**config.mk**
```make
export PLATFORM = sky130hd
export DESIGN_NAME = rename_stage
export DESIGN_NICKNAME = d
export VERILOG_FILES = /design/src/rtl/rename_stage.sv
export SDC_FILE = /design/constraint.sdc
export NUM_CORES = 1
export LEC_CHECK = 0
export BUFFER_PORTS_ARGS = -buffer_cell sky130_fd_sc_hd__buf_2
export CAP_MARGIN = 20
export CORE_MARGIN = 8
export CORE_UTILIZATION = 35
export DETAILED_ROUTE_END_ITERATION = 12
export GPL_ROUTABILITY_DRIVEN = 1
export GPL_TIMING_DRIVEN = 0
export PLACE_DENSITY = 0.56
export SLEW_MARGIN = 40
export SYNTH_ARGS = -nofsm -noshare
export SYNTH_HDL_FRONTEND = slang
export SYNTH_SLANG_ARGS = --single-unit
```
**constraint.sdc**
```tcl
create_clock -name clk -period 2.1 [get_ports clk]
set_input_delay 0 -clock clk [delete_from_list [all_inputs] [get_ports clk]]
set_output_delay 0 -clock clk [all_outputs]
set_load 0.02 [all_outputs]
```
**src/rtl/rename_stage.sv**
```systemverilog
// Single-issue register rename: map table, one branch checkpoint,
// free-list pop and a registered valid/ready output stage.
module rename_stage #(
    parameter int NUM_AREGS = 32,
    parameter int NUM_PREGS = 128,
    parameter int PAYLOAD_W = 64,
    parameter int AREG_W    = $clog2(NUM_AREGS),
    parameter int PREG_W    = $clog2(NUM_PREGS)
) (
    input  logic                 clk,
    input  logic                 reset,
    input  logic                 dec_valid,
    output logic                 dec_ready,
    input  logic [AREG_W-1:0]    dec_rs1,
    input  logic [AREG_W-1:0]    dec_rs2,
    input  logic [AREG_W-1:0]    dec_rd,
    input  logic                 dec_rd_wen,
    input  logic                 dec_is_branch,
    input  logic [PAYLOAD_W-1:0] dec_payload,
    input  logic [PREG_W-1:0]    fl_pd_new,
    input  logic                 fl_empty,
    output logic                 fl_read_en,
    output logic                 ckpt_take,
    input  logic                 br_resolve,
    input  logic                 mispredict,
    output logic                 ren_valid,
    input  logic                 ren_ready,
    output logic [PREG_W-1:0]    ren_ps1,
    output logic [PREG_W-1:0]    ren_ps2,
    output logic [PREG_W-1:0]    ren_pd,
    output logic [PREG_W-1:0]    ren_pd_old,
    output logic                 ren_rd_wen,
    output logic                 ren_is_branch,
    output logic [PAYLOAD_W-1:0] ren_payload
);

    typedef enum logic {
        IDLE = 1'b0,
        HELD = 1'b1
    } ckpt_state_e;

    ckpt_state_e state_q, state_d;

    logic [PREG_W-1:0] map_q  [NUM_AREGS];
    logic [PREG_W-1:0] map_d  [NUM_AREGS];
    logic [PREG_W-1:0] ckpt_q [NUM_AREGS];
    logic [PREG_W-1:0] ckpt_d [NUM_AREGS];

    logic                 ren_valid_q, ren_valid_d;
    logic [PREG_W-1:0]    ren_ps1_q, ren_ps1_d;
    logic [PREG_W-1:0]    ren_ps2_q, ren_ps2_d;
    logic [PREG_W-1:0]    ren_pd_q, ren_pd_d;
    logic [PREG_W-1:0]    ren_pd_old_q, ren_pd_old_d;
    logic                 ren_rd_wen_q, ren_rd_wen_d;
    logic                 ren_is_branch_q, ren_is_branch_d;
    logic [PAYLOAD_W-1:0] ren_payload_q, ren_payload_d;

    logic alloc;
    logic stall;
    logic fire;
    logic flush;
    logic take;

    always_comb begin
        alloc = dec_rd_wen && (dec_rd != '0);
        stall = mispredict
             || (alloc && fl_empty)
             || (dec_is_branch && state_q == HELD);
        dec_ready = (!ren_valid_q || ren_ready) && !stall && !reset;
        fire = dec_valid && dec_ready;
        flush = br_resolve && mispredict && (state_q == HELD);
        // Branches stall while HELD, so a firing branch is always from IDLE.
        take = fire && dec_is_branch && (state_q == IDLE);
    end

    assign fl_read_en = fire && alloc;
    assign ckpt_take  = take;

    always_comb begin
        state_d = state_q;
        unique case (state_q)
            IDLE: if (take) state_d = HELD;
            HELD: if (br_resolve) state_d = IDLE;
            default: state_d = IDLE;
        endcase
    end

    always_comb begin
        map_d = map_q;
        if (flush) begin
            map_d = ckpt_q;
        end else if (fire && alloc) begin
            map_d[dec_rd] = fl_pd_new;
        end
    end

    // The snapshot already includes the branch's own rd update.
    always_comb begin
        ckpt_d = ckpt_q;
        if (take) ckpt_d = map_d;
    end

    always_comb begin
        ren_valid_d     = ren_valid_q;
        ren_ps1_d       = ren_ps1_q;
        ren_ps2_d       = ren_ps2_q;
        ren_pd_d        = ren_pd_q;
        ren_pd_old_d    = ren_pd_old_q;
        ren_rd_wen_d    = ren_rd_wen_q;
        ren_is_branch_d = ren_is_branch_q;
        ren_payload_d   = ren_payload_q;
        if (flush) begin
            ren_valid_d = 1'b0;
        end else if (fire) begin
            ren_valid_d     = 1'b1;
            ren_ps1_d       = map_q[dec_rs1];
            ren_ps2_d       = map_q[dec_rs2];
            ren_pd_d        = alloc ? fl_pd_new : '0;
            ren_pd_old_d    = alloc ? map_q[dec_rd] : '0;
            ren_rd_wen_d    = alloc;
            ren_is_branch_d = dec_is_branch;
            ren_payload_d   = dec_payload;
        end else if (ren_ready) begin
            ren_valid_d = 1'b0;
        end
    end

    always_ff @(posedge clk) begin
        if (reset) begin
            state_q <= IDLE;
            for (int i = 0; i < NUM_AREGS; i++) begin
                map_q[i]  <= PREG_W'(i);
                ckpt_q[i] <= PREG_W'(i);
            end
            ren_valid_q     <= 1'b0;
            ren_ps1_q       <= '0;
            ren_ps2_q       <= '0;
            ren_pd_q        <= '0;
            ren_pd_old_q    <= '0;
            ren_rd_wen_q    <= 1'b0;
            ren_is_branch_q <= 1'b0;
            ren_payload_q   <= '0;
        end else begin
            state_q         <= state_d;
            map_q           <= map_d;
            ckpt_q          <= ckpt_d;
            ren_valid_q     <= ren_valid_d;
            ren_ps1_q       <= ren_ps1_d;
            ren_ps2_q       <= ren_ps2_d;
            ren_pd_q        <= ren_pd_d;
            ren_pd_old_q    <= ren_pd_old_d;
            ren_rd_wen_q    <= ren_rd_wen_d;
            ren_is_branch_q <= ren_is_branch_d;
            ren_payload_q   <= ren_payload_d;
        end
    end

    assign ren_valid     = ren_valid_q;
    assign ren_ps1       = ren_ps1_q;
    assign ren_ps2       = ren_ps2_q;
    assign ren_pd        = ren_pd_q;
    assign ren_pd_old    = ren_pd_old_q;
    assign ren_rd_wen    = ren_rd_wen_q;
    assign ren_is_branch = ren_is_branch_q;
    assign ren_payload   = ren_payload_q;

endmodule

```
==> run metrics, run 1 <==
crit start category register; Max Slew Vio Count 0; WL final 156000 µm; number of CTS-inserted buffers 59; Syn-to-layout area delta 34.8%; post-synth cell types 65; setup violators final 513; setup ws final -341 ps; simple-gate share of the synthesized area 0.122; clock skew 20.1 ps; CORE AREA 75600 µm²; syn nets 2930; worst hold path depth 4; register-to-register setup slack -340 ps; leakage power 0.0134 µW; synth warn 0; RD Place Congestion 1.08; DR WL/cell 36.3 µm; Area after DPL 29000 µm²; ys async rst share 0; Hold Crit Class input pin to register; Yosys top cell by area dfxtp_1; Starting Density 0.351; beginning of the critical path state_q$_SDFF_PP0_; Period minus WS final 2440 ps; largest family of logic cells by synthesized area compound AO/OA/AOI/OAI gates; DRC Markers 0; top area cells in the synthesized netlist dfxtp_1, mux4_2, mux2i_1; placed cells 4007; Syn Area/Cell 9.37 µm²; layout cells sized above 1 0.311; initial antenna violation count 13; vias in the first global route 25600; reg2reg start state_q$_SDFF_PP0_; Post-synth EDFFs 0; clock latency on the worst-skew pair 650 ps; largest net degree at the start of global routing 16; DRT Pass-1 Iters 5; Worst Min Path Start reset; pre-CTS WS -1670 ps; most common cell after layout, fill and taps aside dfxtp_1; row cnt 101; fill cell count 7157; clock slew at reported path FFs 70 ps; number of H-tree levels 2; Final ANT Viol Nets 0; Synth Area in Compound Gates 0.223; post-DP HPWL 116000 µm; CP max stage cell a2111o_1; worst-margin pin slew 948 ps; DIE AREA 84900 µm²; top_reg_cell synth dfxtp_1; synthesized-area fraction occupied by adder cells 0; failing checks negative setup slack; vias per cell 6.39; cell area after layout 35800 µm²; Worst EP arrival 2940 ps; synthesized instance count 2835; Clock Sinks 544; vias 27500; PD cells 677 nW/µm²; fmax 410 MHz; first-pass GRT wire length 210000 µm; Worst Path Max Fanout 7; kind of end point of the critical path register; Final nets 3358; CTS tree yes; DRT iter0 DRCs 3241; period utilization 1.16; delay of the slowest cell on the worst path 400 ps; Peak VDD IR 0.000637 V; Max-slew headroom 0.368; share of the synthesized area in the top cell type 0.410; Total GRT Usage 0.348; final hold viol count 0; RSZ-0062 raised after global routing true; clock tree buffer depth 3; die height 291 µm; Max-Cap Viols 0; Seq/Total Area, Yosys 0.410; final non-filler cell total 4300; GR Overflow Total 0; commonest cells after routing, fill and taps aside dfxtp_1, a21oi_1, nand2_1, buf_2, mux2i_1; WHS 87.3 ps; num ports 193; Worst Path Required 2600 ps; FF+latch count, synth 544; Post-Synth XOR/XNOR Area 0; Cell Chain, Critical Path a211oi_4 -> nand3_2 -> a2111o_1 -> clkbuf_16 -> buf_4 -> buf_12 -> clkbuf_16 -> buf_12 -> nand3_1 -> o41ai_1; post-synthesis mux area share 0.197; Setup CP Type register to register; Worst R2R End ckpt_q[12]$_SDFFE_PP0P_; WHS Endpoint ren_valid$_SDFFE_PP0P_; Syn Std Cell Area 26600 µm²; outcome complete, but fails checks; Worst R2R Path Depth 10; number of port buffers 183; Die Wd 291 µm; Root Driver clkbuf_16
==> cell type report <==
type	count	area, µm²	area share
multi-input combinational	1983	16200	0.452
sequential	544	10900	0.304
timing repair buffer	373	3480	0.0973
buffer	292	1970	0.0551
clock buffer	92	1770	0.0495
tap	978	1220	0.0342
clock inverter	18	204	0.00570
inverter	10	50.0	0.00140
antenna	10	25.0	0.000699
==> logic make-up after synthesis <==
kind of cell | count (synthesis)
DFF | 544
and+or+nand+nor | 677
muxes | 380
AOI/OAI and AO/OA | 926
buffers and inverters | 308
==> metal layers <==
metal  part of all wire  up-vias  GRT usage
met1               0.40    13800      0.454
li1                   -    11600          -
met5           0.000070        -          0
met3               0.11      400     0.0994
met4              0.076        2      0.198
met2               0.41     1682      0.511
==> stage by stage <==
stage / power (µW) / utilization / setup TNS (ps)
after floorplan: 12000 / - / -118
after global placement: 13100 / 0.380 / -756510
after detailed placement: 13200 / 0.384 / -472130
after CTS: 24000 / 0.453 / -44380
after global routing: 24800 / 0.473 / -102670
final: 24200 / 0.474 / -87740
==> what timing repair did <==
| action | CTS | global route |
|---|---|---|
| endpoints found under the setup margin | 547 | 474 |
| cloned | 12 | 9 |
| hold buffers | 73 | 0 |
| hold endpoints to repair | 92 | 0 |
| pin swaps | 71 | 70 |
| setup buffers | 66 | 24 |
| gates resized for setup | 359 | 346 |
==> critical path: cells and delay by family, from the launching register on <==
kind	cells	cell delay (ps)
AOI/OAI and AO/OA	3	780
and+or+nand+nor	2	230
DFF	1	370
buffers and inverters	5	870
==> registers in the layout, indices dropped and copies added (netlist names) <==
signal / count
ren_ps2: 7
state_q: 1
ren_valid: 1
ren_pd: 7
map_q: 224
ren_payload: 64
ren_rd_wen: 1
ckpt_q: 224
ren_ps1: 7
ren_pd_old: 7
ren_is_branch: 1
==> Yosys cell counts (7+ instances only) <==
cell type / instances
buf_1: 35
a22oi_1: 30
nand2_1: 229
mux4_2: 112
nand2b_1: 8
a311oi_1: 11
or3_1: 22
a211oi_2: 12
nor2b_1: 16
a21oi_1: 285
mux2i_1: 237
o41ai_1: 68
nor3_1: 77
nand3b_1: 7
nor2_1: 134
nor3b_1: 10
buf_2: 48
a22o_1: 12
nor2_2: 9
nand3_1: 97
clkbuf_1: 207
a211oi_1: 99
dfxtp_1: 544
a31o_2: 20
o22ai_1: 19
o2111a_1: 17
a21boi_0: 27
and3_1: 33
inv_1: 8
mux2_2: 31
o21ai_0: 257
a221oi_1: 12
==> report_power, final <==
part / leakage, µW / total (µW) / switching, µW / internal (µW)
clock: 0.000954 / 10700 / 4560 / 6160
combinational: 0.00802 / 2880 / 1950 / 938
sequential: 0.00440 / 10600 / 131 / 10500
total: 0.0134 / 24200 / 6640 / 17600
==> how the worst max path moves through the flow <==
stage,to,slack (ps),depth (start not counted)
final,ckpt_q[12]$_SDFFE_PP0P_,-340,10
after global routing,ckpt_take,-360,8
after CTS,ckpt_take,-310,8
after detailed placement,ren_pd_old[1]$_SDFFE_PP0P_,-1670,8
after global placement,ren_pd_old[0]$_SDFFE_PP0P_,-2140,8
after floorplan,ckpt_q[151]$_SDFFE_PP0P_,-10,7
Power figures use the tool's default switching activity.
==> run 2: changes to the inputs <==
--- a/config.mk
+++ b/config.mk
@@ -7,12 +7,15 @@
 export LEC_CHECK = 0
 export BUFFER_PORTS_ARGS = -buffer_cell sky130_fd_sc_hd__buf_2
 export CAP_MARGIN = 20
+export CELL_PAD_IN_SITES_DETAIL_PLACEMENT = 1
+export CELL_PAD_IN_SITES_GLOBAL_PLACEMENT = 1
 export CORE_MARGIN = 8
 export CORE_UTILIZATION = 35
 export DETAILED_ROUTE_END_ITERATION = 12
 export GPL_ROUTABILITY_DRIVEN = 1
 export GPL_TIMING_DRIVEN = 0
-export PLACE_DENSITY = 0.56
+export PLACE_DENSITY = 0.68
+export SKIP_LAST_GASP = 1
 export SLEW_MARGIN = 40
 export SYNTH_ARGS = -nofsm -noshare
 export SYNTH_HDL_FRONTEND = slang
==> run metrics, run 2 (synthesis results as in run 1) <==
Setup CP Type register to register; Worst Path Required 2590 ps (about the same); delay of the slowest cell on the worst path 450 ps (+50 ps); Max Slew Vio Count 0 (unchanged); RD Place Congestion 1.08 (unchanged); RSZ-0062 raised after global routing true; most common cell after layout, fill and taps aside dfxtp_1; Power Total 25000 µW (+3.3%); DRT iter0 DRCs 2817 (-13%); DR WL/cell 41.4 µm (+14%); fmax 397 MHz (-3.1%); row cnt 101 (unchanged); commonest cells after routing, fill and taps aside dfxtp_1, a21oi_1, buf_2, nand2_1, o21ai_0; clock slew at reported path FFs 60 ps (about the same); Area after DPL 29100 µm² (+0.39%); number of H-tree levels 2 (unchanged); Max-slew headroom 0.319 (-0.0488); Hold Crit Class input pin to register; vias in the first global route 29200 (+14%); num ports 193 (unchanged); Critical Path Stages 10 (unchanged); Root Driver clkbuf_16; vias per cell 6.64 (+3.9%); Starting Density 0.351 (unchanged); failing checks negative setup slack; family with the most delay on the worst path compound AO/OA/AOI/OAI gates; Total GRT Usage 0.398 (+0.0506); met2 usage 0.589 (+0.0780); setup violators final 438 (-15%); most used cell, CP clkbuf_16; fill cell count 8145 (+14%); crit start category register; setup ws final -419 ps (-78.2 ps); Cell Chain, Critical Path a211oi_4 -> nand3_2 -> a2111o_1 -> clkbuf_16 -> buf_6 -> buf_12 -> clkbuf_16 -> clkbuf_16 -> nand3_2 -> o41ai_2; post-DP HPWL 131000 µm (+13%); Period minus WS final 2520 ps (+78.2 ps); worst hold path depth 5 (+1); CORE AREA 75600 µm² (unchanged); GR Overflow Total 0 (unchanged); WHS 55.7 ps (-31.6 ps); cell area after layout 37900 µm² (+5.9%); Max-Cap Viols 0 (unchanged); Worst EP arrival 3010 ps (+70 ps); GR met3 Demand/Resource 0.119 (+0.0196); clock skew 50.0 ps (+29.9 ps); Syn-to-layout area delta 42.7%; number of port buffers 183 (unchanged); CP max stage cell a2111o_1; Peak VDD IR 0.000744 V (+17%); Worst Path Max Fanout 7 (unchanged); clock tree buffer depth 3 (unchanged); Worst R2R Path Depth 10 (unchanged); grt met1 use 0.493 (+0.0386); DRC Markers 0 (unchanged); leakage power 0.0140 µW (+5.0%); DRT Pass-1 Iters 5 (unchanged); final hold viol count 0 (unchanged); die height 291 µm (unchanged); largest net degree at the start of global routing 17 (+1); worst-margin pin slew 1020 ps (+73.1 ps); CTS tree yes; vias 28800 (+4.9%); layout cells sized above 1 0.384 (+0.0735); clock latency on the worst-skew pair 690 ps (+40 ps); buffers and inverters on the worst path 5 (unchanged); GRT Max-Usage Layer met2; Clock Sinks 544 (unchanged); kind of end point of the critical path register; outcome complete, but fails checks; Final Util 0.502 (+0.0280); first-pass GRT wire length 239000 µm (+14%); WL final 180000 µm (+15%); PD cells 660 nW/µm² (-2.4%); Final ANT Viol Nets 0 (unchanged); Die Wd 291 µm (unchanged); Final nets 3401 (+1.3%); initial antenna violation count 19 (+6); DIE AREA 84900 µm² (unchanged); number of CTS-inserted buffers 61 (+3.4%); period utilization 1.20 (+0.0372)
-- run 2: cell types whose count changed in the layout (fill, tap and decap cells not counted), sizes merged --
cell	change
clkbuf	+9
diode	-1
bufinv	+2
buf	+27
clkinv	+10
dlymetal6s2s	-1
dlygate4sd3	-1
clkinvlp	-3
-- run 2: per-stage QoR --
| stage | TNS (ps) | setup WS [ps] | cells |
|---|---|---|---|
| 6_report | -79100 | -419 | 4342 |
| 4_1_cts | -47790 | -301 | 4300 |
| 5_1_grt | -97850 | -454 | 4337 |
| 2_1_floorplan | -118 | -12.7 | 2835 |
| 3_5_place_dp | -414200 | -1490 | 4011 |
| 3_3_place_gp | -643410 | -2060 | 3996 |
-- run 2: final cells by class --
cell class              instances  area (µm²)  area share
inverters                      10        50.0     0.00132
multi-input cells            1983       17500       0.462
plain buffers                 294        2230      0.0589
clock inverters                27         303     0.00799
diodes                          9        22.5    0.000594
clock buffers                  85        1750      0.0461
repair buffers                412        3930       0.104
flip-flops and latches        544       10900       0.288
well taps                     978        1220      0.0323
-- run 2: path summary, 6_finish.rpt --
check	from	to	slack (ps)
min reg2reg	ren_pd[2]$_SDFFE_PP0P_	ren_pd[2]$_SDFFE_PP0P_	460
min	fl_empty	ren_pd[2]$_SDFFE_PP0P_	60
max reg2reg	state_q$_SDFF_PP0_	ckpt_q[156]$_SDFFE_PP0P_	-420
max	state_q$_SDFF_PP0_	ckpt_q[156]$_SDFFE_PP0P_	-420
-- run 2: timing repair --
action / CTS / global route
endpoints found under the hold margin: 85 / 0
gates resized for setup: 557 / 488
pin swaps: 137 / 94
setup endpoints to repair: 547 / 513
setup buffers: 84 / 31
gates cloned: 23 / 7
hold buffers: 72 / 0
-- run 2: where the power goes --
group / switching [µW] / internal [µW]
combinational: 2150 / 977
clock: 4860 / 6410
sequential: 146 / 10500
-- run 2: routing by layer --
metal  up-vias  routed length (µm)
met5         -                  69
met4        10               15000
met3       548               19200
met2      1792               76900
met1     14800               68800
li1      11700                   -
-- run 2: worst min-delay path, cell delays in order --
cell	delay (ps)
buf_2	180
a21oi_4	120
clkbuf_4	190
nand3_1	100
a21oi_1	60
==> run 3: changes to the inputs <==
--- a/config.mk
+++ b/config.mk
@@ -9,6 +9,7 @@
 export CAP_MARGIN = 20
 export CELL_PAD_IN_SITES_DETAIL_PLACEMENT = 1
 export CELL_PAD_IN_SITES_GLOBAL_PLACEMENT = 1
+export CORE_ASPECT_RATIO = 1.1
 export CORE_MARGIN = 8
 export CORE_UTILIZATION = 35
 export DETAILED_ROUTE_END_ITERATION = 12
==> run metrics, run 3 (synthesis results as in run 1) <==
Total GRT Usage 0.373 (-0.0251); Max-slew headroom 0.232 (-0.0873); vias in the first global route 29100 (-0.14%); clock latency on the worst-skew pair 660 ps (-30 ps); Setup CP Type register to primary output; die height 305 µm (+4.6%); worst-margin pin slew 1150 ps (+131 ps); vias 28600 (-0.74%); final hold viol count 0 (unchanged); Max-Cap Viols 0 (unchanged); DIE AREA 85000 µm² (about the same); first-pass GRT wire length 228000 µm (-4.7%); failing checks negative setup slack; DRC Markers 0 (unchanged); layout cells sized above 1 0.372 (-0.0121); commonest cells after routing, fill and taps aside dfxtp_1, a21oi_1, buf_2, nand2_1, o21ai_0; RD Place Congestion 1.09 (+1.0%); family with the most delay on the worst path compound AO/OA/AOI/OAI gates; setup violators final 536 (+22%); Period minus WS final 2540 ps (+16.6 ps); number of H-tree levels 2 (unchanged); clock slew at reported path FFs 60 ps (about the same); most common cell after layout, fill and taps aside dfxtp_1; buffers and inverters on the worst path 4 (-1); number of CTS-inserted buffers 60 (-1.6%); clock tree buffer depth 3 (unchanged); Die Wd 279 µm (-4.4%); Cell Chain, Critical Path a211oi_4 -> nand3_2 -> a2111o_2 -> inv_4 -> buf_12 -> buf_12 -> buf_8; Final ANT Viol Nets 0 (unchanged); CTS tree yes; clock skew 48.7 ps (-1.27 ps); most used cell, CP buf_12; delay of the slowest cell on the worst path 570 ps (+120 ps); crit start category register; Worst Path Max Fanout 3 (-4); DR WL/cell 39.6 µm (-4.4%); PD cells 651 nW/µm² (-1.4%); Setup TNS -114500 ps (-35400 ps); GR Overflow Total 0 (unchanged); Power Total 24800 µW (-0.69%); row cnt 106 (+5.0%); DRT iter0 DRCs 2951 (+4.8%); Starting Density 0.351 (about the same); num ports 193 (unchanged); Hold Crit Class input pin to register; fmax 394 MHz (-0.65%); CORE AREA 75600 µm² (about the same); Clock Sinks 544 (unchanged); CP max stage cell a2111o_2; WL final 171000 µm (-4.7%); Worst Path Required 2100 ps (-490 ps); Peak VDD IR 0.000666 V (-11%); number of port buffers 183 (unchanged); post-DP HPWL 120000 µm (-8.0%); vias per cell 6.61 (-0.42%); Max Slew Vio Count 0 (unchanged); initial antenna violation count 8 (-11); outcome complete, but fails checks; RSZ-0062 raised after global routing true; Final nets 3397 (-0.12%); setup ws final -436 ps (-16.6 ps); kind of end point of the critical path primary output; period utilization 1.21 (+0.00791); DRT Pass-1 Iters 5 (unchanged); Worst EP arrival 2540 ps (-470 ps); Syn-to-layout area delta 43.7%; Root Driver clkbuf_16; leakage power 0.0142 µW (+0.90%); largest net degree at the start of global routing 16 (-1); final non-filler cell total 4328 (-0.32%); placed cells 3997 (-0.35%)
-- run 3: worst paths after layout --
check                                       startpoint                      end  slack, ps  cells past startpoint
worst max register to register      state_q$_SDFF_PP0_  ckpt_q[87]$_SDFFE_PP0P_       -400                     11
worst min register to register  ren_pd[2]$_SDFFE_PP0P_   ren_pd[2]$_SDFFE_PP0P_        450                      2
worst min-delay path                          fl_empty   ren_pd[4]$_SDFFE_PP0P_         70                      5
worst max-delay path                state_q$_SDFF_PP0_                ckpt_take       -440                      7
-- run 3: what timing repair did --
item | 4_1_cts | 5_1_grt
pin swaps | 143 | 132
gates resized for setup | 576 | 426
hold endpoints to repair | 86 | 0
cloned | 21 | 19
hold buffers | 73 | 0
endpoints found under the setup margin | 546 | 530
setup buffers | 79 | 40
-- run 3: power breakdown --
group          leakage [µW]  internal, µW  switching, µW
registers           0.00440         10500            142
logic               0.00878          1020           2090
clock network      0.000990          6310           4820
-- run 3: area by class of cell --
type                       instances  area, µm²
antenna                            5       12.5
inverter                          10       40.0
clock buffer                      83       1710
fill                            8071      37400
timing repair buffer             412       4170
multi-input combinational       1983      17600
clock inverter                    28        309
sequential                       544      10900
buffer                           291       2190
tap                              972       1220
-- run 3: worst reg2reg max path, delay by kind of cell, from the launching register on --
family	cells	cell delay, ps
buffers and inverters	6	840
muxes	1	220
and+or+nand+nor	2	420
AOI/OAI and AO/OA	2	580
DFF	1	360
-- run 3: per-layer routing --
layer	wire length, µm	share of wire	GRT usage	vias to the layer above
li1	-	-	-	11600
met1	61900	0.36	0.436	14500
met2	75600	0.44	0.583	1809
met3	17100	0.099	0.0913	656
met4	16900	0.099	0.292	4
met5	29	0.00017	0	-
-- run 3: stage by stage --
stage | cell area [µm²] | util | worst slack, ps | hold WS, ps
floorplan | 26600 | - | -12.7 | 135
global placement | 28700 | 0.380 | -2050 | 246
detailed placement | 29000 | 0.384 | -1440 | 247
CTS | 35700 | 0.472 | -300 | 31.4
global route | 38200 | 0.505 | -452 | 79.0
finish | 38200 | 0.505 | -436 | 73.6
